<file path="src/rtl/fp_add_sequencer.sv">
// fp_add_sequencer -- multi-cycle single-precision adder, one operation in flight.
//
// Purpose:
//   Adds two IEEE-754-style single-precision operands through a six-state FSM
//   (IDLE -> CMP -> ALIGN -> ADD -> NORM -> DONE). Alignment truncates, there
//   is no rounding, subnormal inputs are treated as zero, tiny results flush to
//   zero, and any operand with an all-ones exponent is passed through unchanged.
//
// Ports:
//   clk        in   rising-edge clock
//   rst_n      in   asynchronous active-low reset
//   in_valid   in   operand pair a/b present
//   in_ready   out  sequencer can accept an operand pair (IDLE only)
//   a, b       in   32-bit operands {sign, exp[7:0], frac[22:0]}
//   out_valid  out  result valid (DONE only)
//   out_ready  in   consumer accepts result
//   result     out  32-bit sum a+b, held until the next operation completes
//   busy       out  high whenever the FSM is not in IDLE

package fp_pkg;
  localparam int FRACTION_BITS = 23;
  localparam int EXPONENT_BITS = 8;

  typedef struct packed {
    logic                     sign;
    logic [EXPONENT_BITS-1:0] exp;
    logic [FRACTION_BITS-1:0] frac;
  } float_t;
endpackage

module fp_add_sequencer
  import fp_pkg::*;
(
  input  logic        clk,
  input  logic        rst_n,
  input  logic        in_valid,
  output logic        in_ready,
  input  logic [31:0] a,
  input  logic [31:0] b,
  output logic        out_valid,
  input  logic        out_ready,
  output logic [31:0] result,
  output logic        busy
);

  typedef enum logic [2:0] {IDLE, CMP, ALIGN, ADD, NORM, DONE} state_t;

  localparam int SIG_W = FRACTION_BITS + 1;
  localparam logic [EXPONENT_BITS-1:0] EXP_MAX = '1;
  localparam logic [EXPONENT_BITS+FRACTION_BITS-1:0] ZERO_MAG = '0;
  localparam logic [EXPONENT_BITS+FRACTION_BITS-1:0] INF_MAG =
    {EXP_MAX, {FRACTION_BITS{1'b0}}};

  state_t                   state_q, state_d;
  float_t                   a_q, a_d, b_q, b_d;
  float_t                   big_q, big_d, small_q, small_d;
  logic [EXPONENT_BITS-1:0] exp_q, exp_d;
  logic [SIG_W-1:0]         aligned_q, aligned_d;
  logic [SIG_W:0]           sum_q, sum_d, sum_add;
  float_t                   result_q, result_d;
  // Holds in_ready low until the first clock edge after reset is released.
  logic                     rdy_en_q;

  // Hidden-one significand shifted right with truncation; shifts of a full
  // significand width or more leave nothing.
  function automatic logic [SIG_W-1:0] align_sig(
    input logic [FRACTION_BITS-1:0] frac,
    input logic [EXPONENT_BITS-1:0] shift
  );
    logic [SIG_W-1:0] sig;
    sig = {1'b1, frac};
    if (shift >= EXPONENT_BITS'(SIG_W)) begin
      return '0;
    end
    return sig >> shift;
  endfunction

  always_comb begin
    state_d   = state_q;
    a_d       = a_q;
    b_d       = b_q;
    big_d     = big_q;
    small_d   = small_q;
    exp_d     = exp_q;
    aligned_d = aligned_q;
    sum_d     = sum_q;
    result_d  = result_q;
    sum_add   = '0;

    case (state_q)
      IDLE: begin
        if (in_valid && in_ready) begin
          a_d     = a;
          b_d     = b;
          state_d = CMP;
        end
      end

      CMP: begin
        // Magnitude order on {exp,frac}; a wins ties so it becomes big.
        if ({a_q.exp, a_q.frac} >= {b_q.exp, b_q.frac}) begin
          big_d   = a_q;
          small_d = b_q;
        end else begin
          big_d   = b_q;
          small_d = a_q;
        end
        state_d = DONE;
        if (a_q.exp == EXP_MAX) begin
          result_d = a_q;
        end else if (b_q.exp == EXP_MAX) begin
          result_d = b_q;
        end else if (a_q.exp == '0 && b_q.exp == '0) begin
          result_d = {a_q.sign & b_q.sign, ZERO_MAG};
        end else if (a_q.exp == '0) begin
          result_d = b_q;
        end else if (b_q.exp == '0) begin
          result_d = a_q;
        end else begin
          state_d = ALIGN;
        end
      end

      ALIGN: begin
        aligned_d = align_sig(small_q.frac, big_q.exp - small_q.exp);
        exp_d     = big_q.exp;
        state_d   = ADD;
      end

      ADD: begin
        // big >= small in magnitude, so the difference never goes negative.
        if (big_q.sign == small_q.sign) begin
          sum_add = {2'b01, big_q.frac} + {1'b0, aligned_q};
        end else begin
          sum_add = {2'b01, big_q.frac} - {1'b0, aligned_q};
        end
        sum_d = sum_add;
        if (sum_add == '0) begin
          result_d = '0;
          state_d  = DONE;
        end else begin
          state_d  = NORM;
        end
      end

      NORM: begin
        if (sum_q[SIG_W]) begin
          exp_d   = exp_q + 1'b1;
          state_d = DONE;
          if (exp_q == EXP_MAX - 1'b1) begin
            result_d = {big_q.sign, INF_MAG};
          end else begin
            result_d = {big_q.sign, exp_q + 1'b1, sum_q[SIG_W-1:1]};
          end
        end else if (sum_q[SIG_W-1]) begin
          result_d = {big_q.sign, exp_q, sum_q[FRACTION_BITS-1:0]};
          state_d  = DONE;
        end else begin
          exp_d = exp_q - 1'b1;
          sum_d = sum_q << 1;
          // This shift would take the exponent to zero before the leading
          // one is in place: the value is below the normal range.
          if (exp_q == EXPONENT_BITS'(1)) begin
            result_d = {big_q.sign, ZERO_MAG};
            state_d  = DONE;
          end
        end
      end

      DONE: begin
        if (out_ready) begin
          state_d = IDLE;
        end
      end

      default: state_d = IDLE;
    endcase
  end

  always_ff @(posedge clk or negedge rst_n) begin
    if (!rst_n) begin
      state_q   <= IDLE;
      a_q       <= '0;
      b_q       <= '0;
      big_q     <= '0;
      small_q   <= '0;
      exp_q     <= '0;
      aligned_q <= '0;
      sum_q     <= '0;
      result_q  <= '0;
      rdy_en_q  <= 1'b0;
    end else begin
      state_q   <= state_d;
      a_q       <= a_d;
      b_q       <= b_d;
      big_q     <= big_d;
      small_q   <= small_d;
      exp_q     <= exp_d;
      aligned_q <= aligned_d;
      sum_q     <= sum_d;
      result_q  <= result_d;
      rdy_en_q  <= 1'b1;
    end
  end

  assign in_ready  = (state_q == IDLE) && rdy_en_q;
  assign out_valid = (state_q == DONE);
  assign busy      = (state_q != IDLE);
  assign result    = result_q;

endmodule

</file>
<file path="config.mk">
export PLATFORM = sky130hd
export DESIGN_NAME = fp_add_sequencer
export DESIGN_NICKNAME = d
export VERILOG_FILES = /design/src/rtl/fp_add_sequencer.sv
export SDC_FILE = /design/constraint.sdc
export NUM_CORES = 1
export LEC_CHECK = 0
export ABC_AREA = 1
export CAP_MARGIN = 20
export CORE_MARGIN = 3
export CORE_UTILIZATION = 34
export CTS_CLUSTER_SIZE = 14
export DETAILED_ROUTE_END_ITERATION = 8
export MAX_ROUTING_LAYER = met4
export PLACE_DENSITY_LB_ADDON = 0.15
export SLEW_MARGIN = 15
export SYNTH_ARGS = -nofsm -noshare
export SYNTH_HDL_FRONTEND = slang
export SYNTH_SLANG_ARGS = --single-unit
export TNS_END_PERCENT = 30
</file>
<file path="constraint.sdc">
create_clock -name clk -period 10.2 [get_ports clk]
set_input_delay 1.02 -clock clk [delete_from_list [all_inputs] [get_ports clk]]
set_output_delay 1.02 -clock clk [all_outputs]
set_load 0.02 [all_outputs]
</file>
==> run summary <==
Final HPWL from detailed placement -> 41,540 microns
Total Routing Usage GR -> 23.70%
Post-synthesis area per instance -> 6.683 sq um
Wire length of the first global-routing pass -> 85,550 microns
Clock insertion delay at the later pin of the skew report -> 570 ps
Number of cells produced by synthesis -> 2,289
Largest net degree at the start of global routing -> 80
Full die area -> 47,570 sq um
Vias per cell -> 5.191
Category of the most critical setup path -> reg -> reg
Hold Violations, Final -> 0
Path class of the lowest-slack min-delay path -> in -> async
Width of the die -> 218.1 microns
Fraction of the mapped netlist area in adder cells -> 5.660%
Synth Cell Area -> 15,300 sq um
Postcts setup bufs -> 0
Tightest Pin Transition -> 1109 ps
Violation count after the first detailed-route iteration -> 1,187
Final worst hold slack -> 409.4 ps
Relative area change from synthesis to final layout -> 16.06%
Via count of the first global-routing pass -> 14,661
Weighted congestion at the end of routability-driven global placement -> 0.9406
Post-synthesis mux area share -> 0%
Cell repeated most along the worst path -> sky130_fd_sc_hd__nand2_1
Total Negative Setup Slacks -> 0 ps
Run status -> finished clean
Number of library cell types mapped by synthesis -> 44
PostCTS Resize Cnt -> 0
Critical-path cell with the highest stage delay -> sky130_fd_sc_hd__nand2_2
Sequential share of the synthesized area -> 36.15%
Critical path endpoint category -> flop
Flops & latches, synth -> 221
Post-Synth XOR/XNOR Area -> 2.388%
Total area of multi-input combinational cells -> 8466 sq um
Max-slew violation total from the final report -> 0
Syn Nets -> 2,425
Nets -> 2,469
Inserted Diodes -> 0
Number of H-tree levels -> 1
Buffers from clock root to sink, at most -> 3
Top Ports -> 103
Antenna violations before repair -> 0
Final worst path period share -> 46.62%
Final critical delay including setup and external delays -> 4756 ps
Starting utilization of the core area -> 34.52%
CTS root buf -> sky130_fd_sc_hd__clkbuf_16
Total wire length -> 54,800 microns
Final setup violating endpoints -> 0
CTS Hold Buffers Added -> 0
Die height -> 218.1 microns
Core utilization of the finished layout -> 40.06%
Final-layout fill cell count -> 4,815
Total clock buffers created by CTS -> 27
Maximum operating frequency -> 210.3 MHz
Num Clock Sinks -> 221
Core area -> 44,320 sq um
Routed WL per cell -> 18.61 microns
Slowest cell delay on critical path -> 530 ps
Vias after detailed routing -> 15,288
Rows -> 77
Fraction of layout instances using a drive strength above 1 -> 4.462%
Router iterations before antenna repair -> 6
Largest family of logic cells by synthesized area -> simple AND/OR/NAND/NOR gates
Largest driver fanout on the critical path -> 33
Skew final -> 16.34 ps
TritonCTS clock tree -> built
Reg area -> 5530 sq um
Buffers added on ports -> 102
Worst slew margin -> 25.91%
Simple-gate portion of the synthesized area -> 34.30%
Synthesized-area fraction occupied by ao, oa, aoi and oai cells -> 12.65%
Grt total ovfl -> 0
Yosys synthesis warning count -> 0
Unrepaired setup endpoints after global routing -> false
Data required time at the worst endpoint -> 10,650 ps
Max-cap viol count -> 0
Category of the worst setup path launch point -> flop
Remaining DRCs -> 0
Clock input transition at the sequential cells of the worst setup and hold paths -> 60 ps
Worst endpoint data arrival time -> 5200 ps
DRT antenna net count -> 0
[cell usage in the layout (no fill, tap or decap), types with 7 or more instances in the layout]
cell and count:
sky130_fd_sc_hd__a21oi_1 51, sky130_fd_sc_hd__a31oi_1 24, sky130_fd_sc_hd__buf_4 15, sky130_fd_sc_hd__clkbuf_16 27
sky130_fd_sc_hd__clkdlybuf4s50_1 101, sky130_fd_sc_hd__clkinv_2 10, sky130_fd_sc_hd__dfrtp_1 221, sky130_fd_sc_hd__ha_1 66
sky130_fd_sc_hd__inv_1 223, sky130_fd_sc_hd__inv_2 10, sky130_fd_sc_hd__nand2_1 782, sky130_fd_sc_hd__nand3_1 225
sky130_fd_sc_hd__nand4_1 40, sky130_fd_sc_hd__nor2_1 167, sky130_fd_sc_hd__nor3_1 16, sky130_fd_sc_hd__nor4_1 7
sky130_fd_sc_hd__o211ai_1 10, sky130_fd_sc_hd__o21ai_0 196, sky130_fd_sc_hd__o21ai_1 9, sky130_fd_sc_hd__o22ai_1 51
sky130_fd_sc_hd__xor2_1 32
[logic make-up (layout without fill, tap and decap cells)]
kind of cell | after synthesis | count (layout)
adders and majority gates | 68 | 68
and+or+nand+nor | 1262 | 1262
AOI/OAI and AO/OA | 354 | 354
other | 1 | 1
xor gates and xnor gates | 40 | 40
buffers and inverters | 343 | 407
DFF | 221 | 221
[layout make-up]
cell class | count | area share, %
tap | 592 | 4.172
multi-input combinational | 1725 | 47.68
clock buffer | 33 | 4.214
inverter | 238 | 5.039
sequential | 221 | 31.15
timing repair buffer | 120 | 6.794
clock inverter | 16 | 0.9514
[synthesized netlist by cell type, drive strengths merged]
cell type / number / share of area [%]
a31oi: 24 / 0.98
xnor2: 7 / 0.45
a21oi: 53 / 1.8
inv: 234 / 5.7
nand3: 226 / 7.4
fa: 2 / 0.26
nor2: 174 / 4.4
o211ai: 10 / 0.49
nor3: 20 / 0.75
ha: 66 / 5.4
o21ai: 207 / 6.8
clkinv: 4 / 0.098
o22ai: 51 / 2.1
o31ai: 2 / 0.098
nor4: 7 / 0.29
nand4: 40 / 1.6
nor3b: 1 / 0.082
a221oi: 1 / 0.057
a22oi: 1 / 0.082
or2: 1 / 0.041
nand2: 787 / 19
o2111ai: 1 / 0.057
o21bai: 4 / 0.20
buf: 27 / 1.1
conb: 1 / 0.025
nand3b: 5 / 0.25
and2: 1 / 0.041
dfrtp: 221 / 36
clkbuf: 78 / 1.9
xor2: 33 / 1.9
[path summary, 6_finish.rpt]
kind | slack, ps | cells past startpoint | start | to
max | 5440 | 28 | aligned_q[0]$_DFFE_PN0P_ | result[16]$_DFFE_PN0P_
max reg2reg | 5440 | 28 | aligned_q[0]$_DFFE_PN0P_ | result[16]$_DFFE_PN0P_
min in group clk | 470 | 2 | result[21]$_DFFE_PN0P_ | result[21]$_DFFE_PN0P_
max in group asynchronous | 8150 | 4 | rst_n | aligned_q[12]$_DFFE_PN0P_
min | 410 | 1 | rst_n | result[21]$_DFFE_PN0P_
min reg2reg | 470 | 2 | result[21]$_DFFE_PN0P_ | result[21]$_DFFE_PN0P_
[state kept, by name, summed over array words and instances (netlist names)]
register   flops
exp_q          8
b_q           32
aligned_q     24
big_q         32
state_q        3
rdy_en_q       1
result        32
a_q           32
sum_q         25
small_q       32
[metal layers]
layer | GRT usage, % | vias up | share of wire [%]
met5 | - | - | 0
met1 | 32.31 | 7260 | 46
met3 | 3.156 | 73 | 5.1
met2 | 36.41 | 398 | 45
li1 | - | 7557 | -
met4 | 8.089 | 0 | 3.6
[metrics by stage]
stage	setup WS, ps	instance area, sq um	cells
after global routing	4894	17750	2945
after detailed placement	5523	16770	2893
after CTS	5499	17690	2942
after floorplan	6764	15300	2289
after global placement	5662	16770	2893
final	5444	17750	2945
[critical path, delay by kind of cell, from the launching register on]
kind,cells,cell delay (ps)
flip-flops,1,400
XOR/XNOR,1,160
adder cells (fa/ha/maj),2,580
AO/OA/AOI/OAI,1,110
buffers and inverters,1,90
AND/OR/NAND/NOR,23,3300
Power is left out: the tool's default activity adds up to more than one toggle a clock period on the data nets, which glitch-free logic cannot reach.
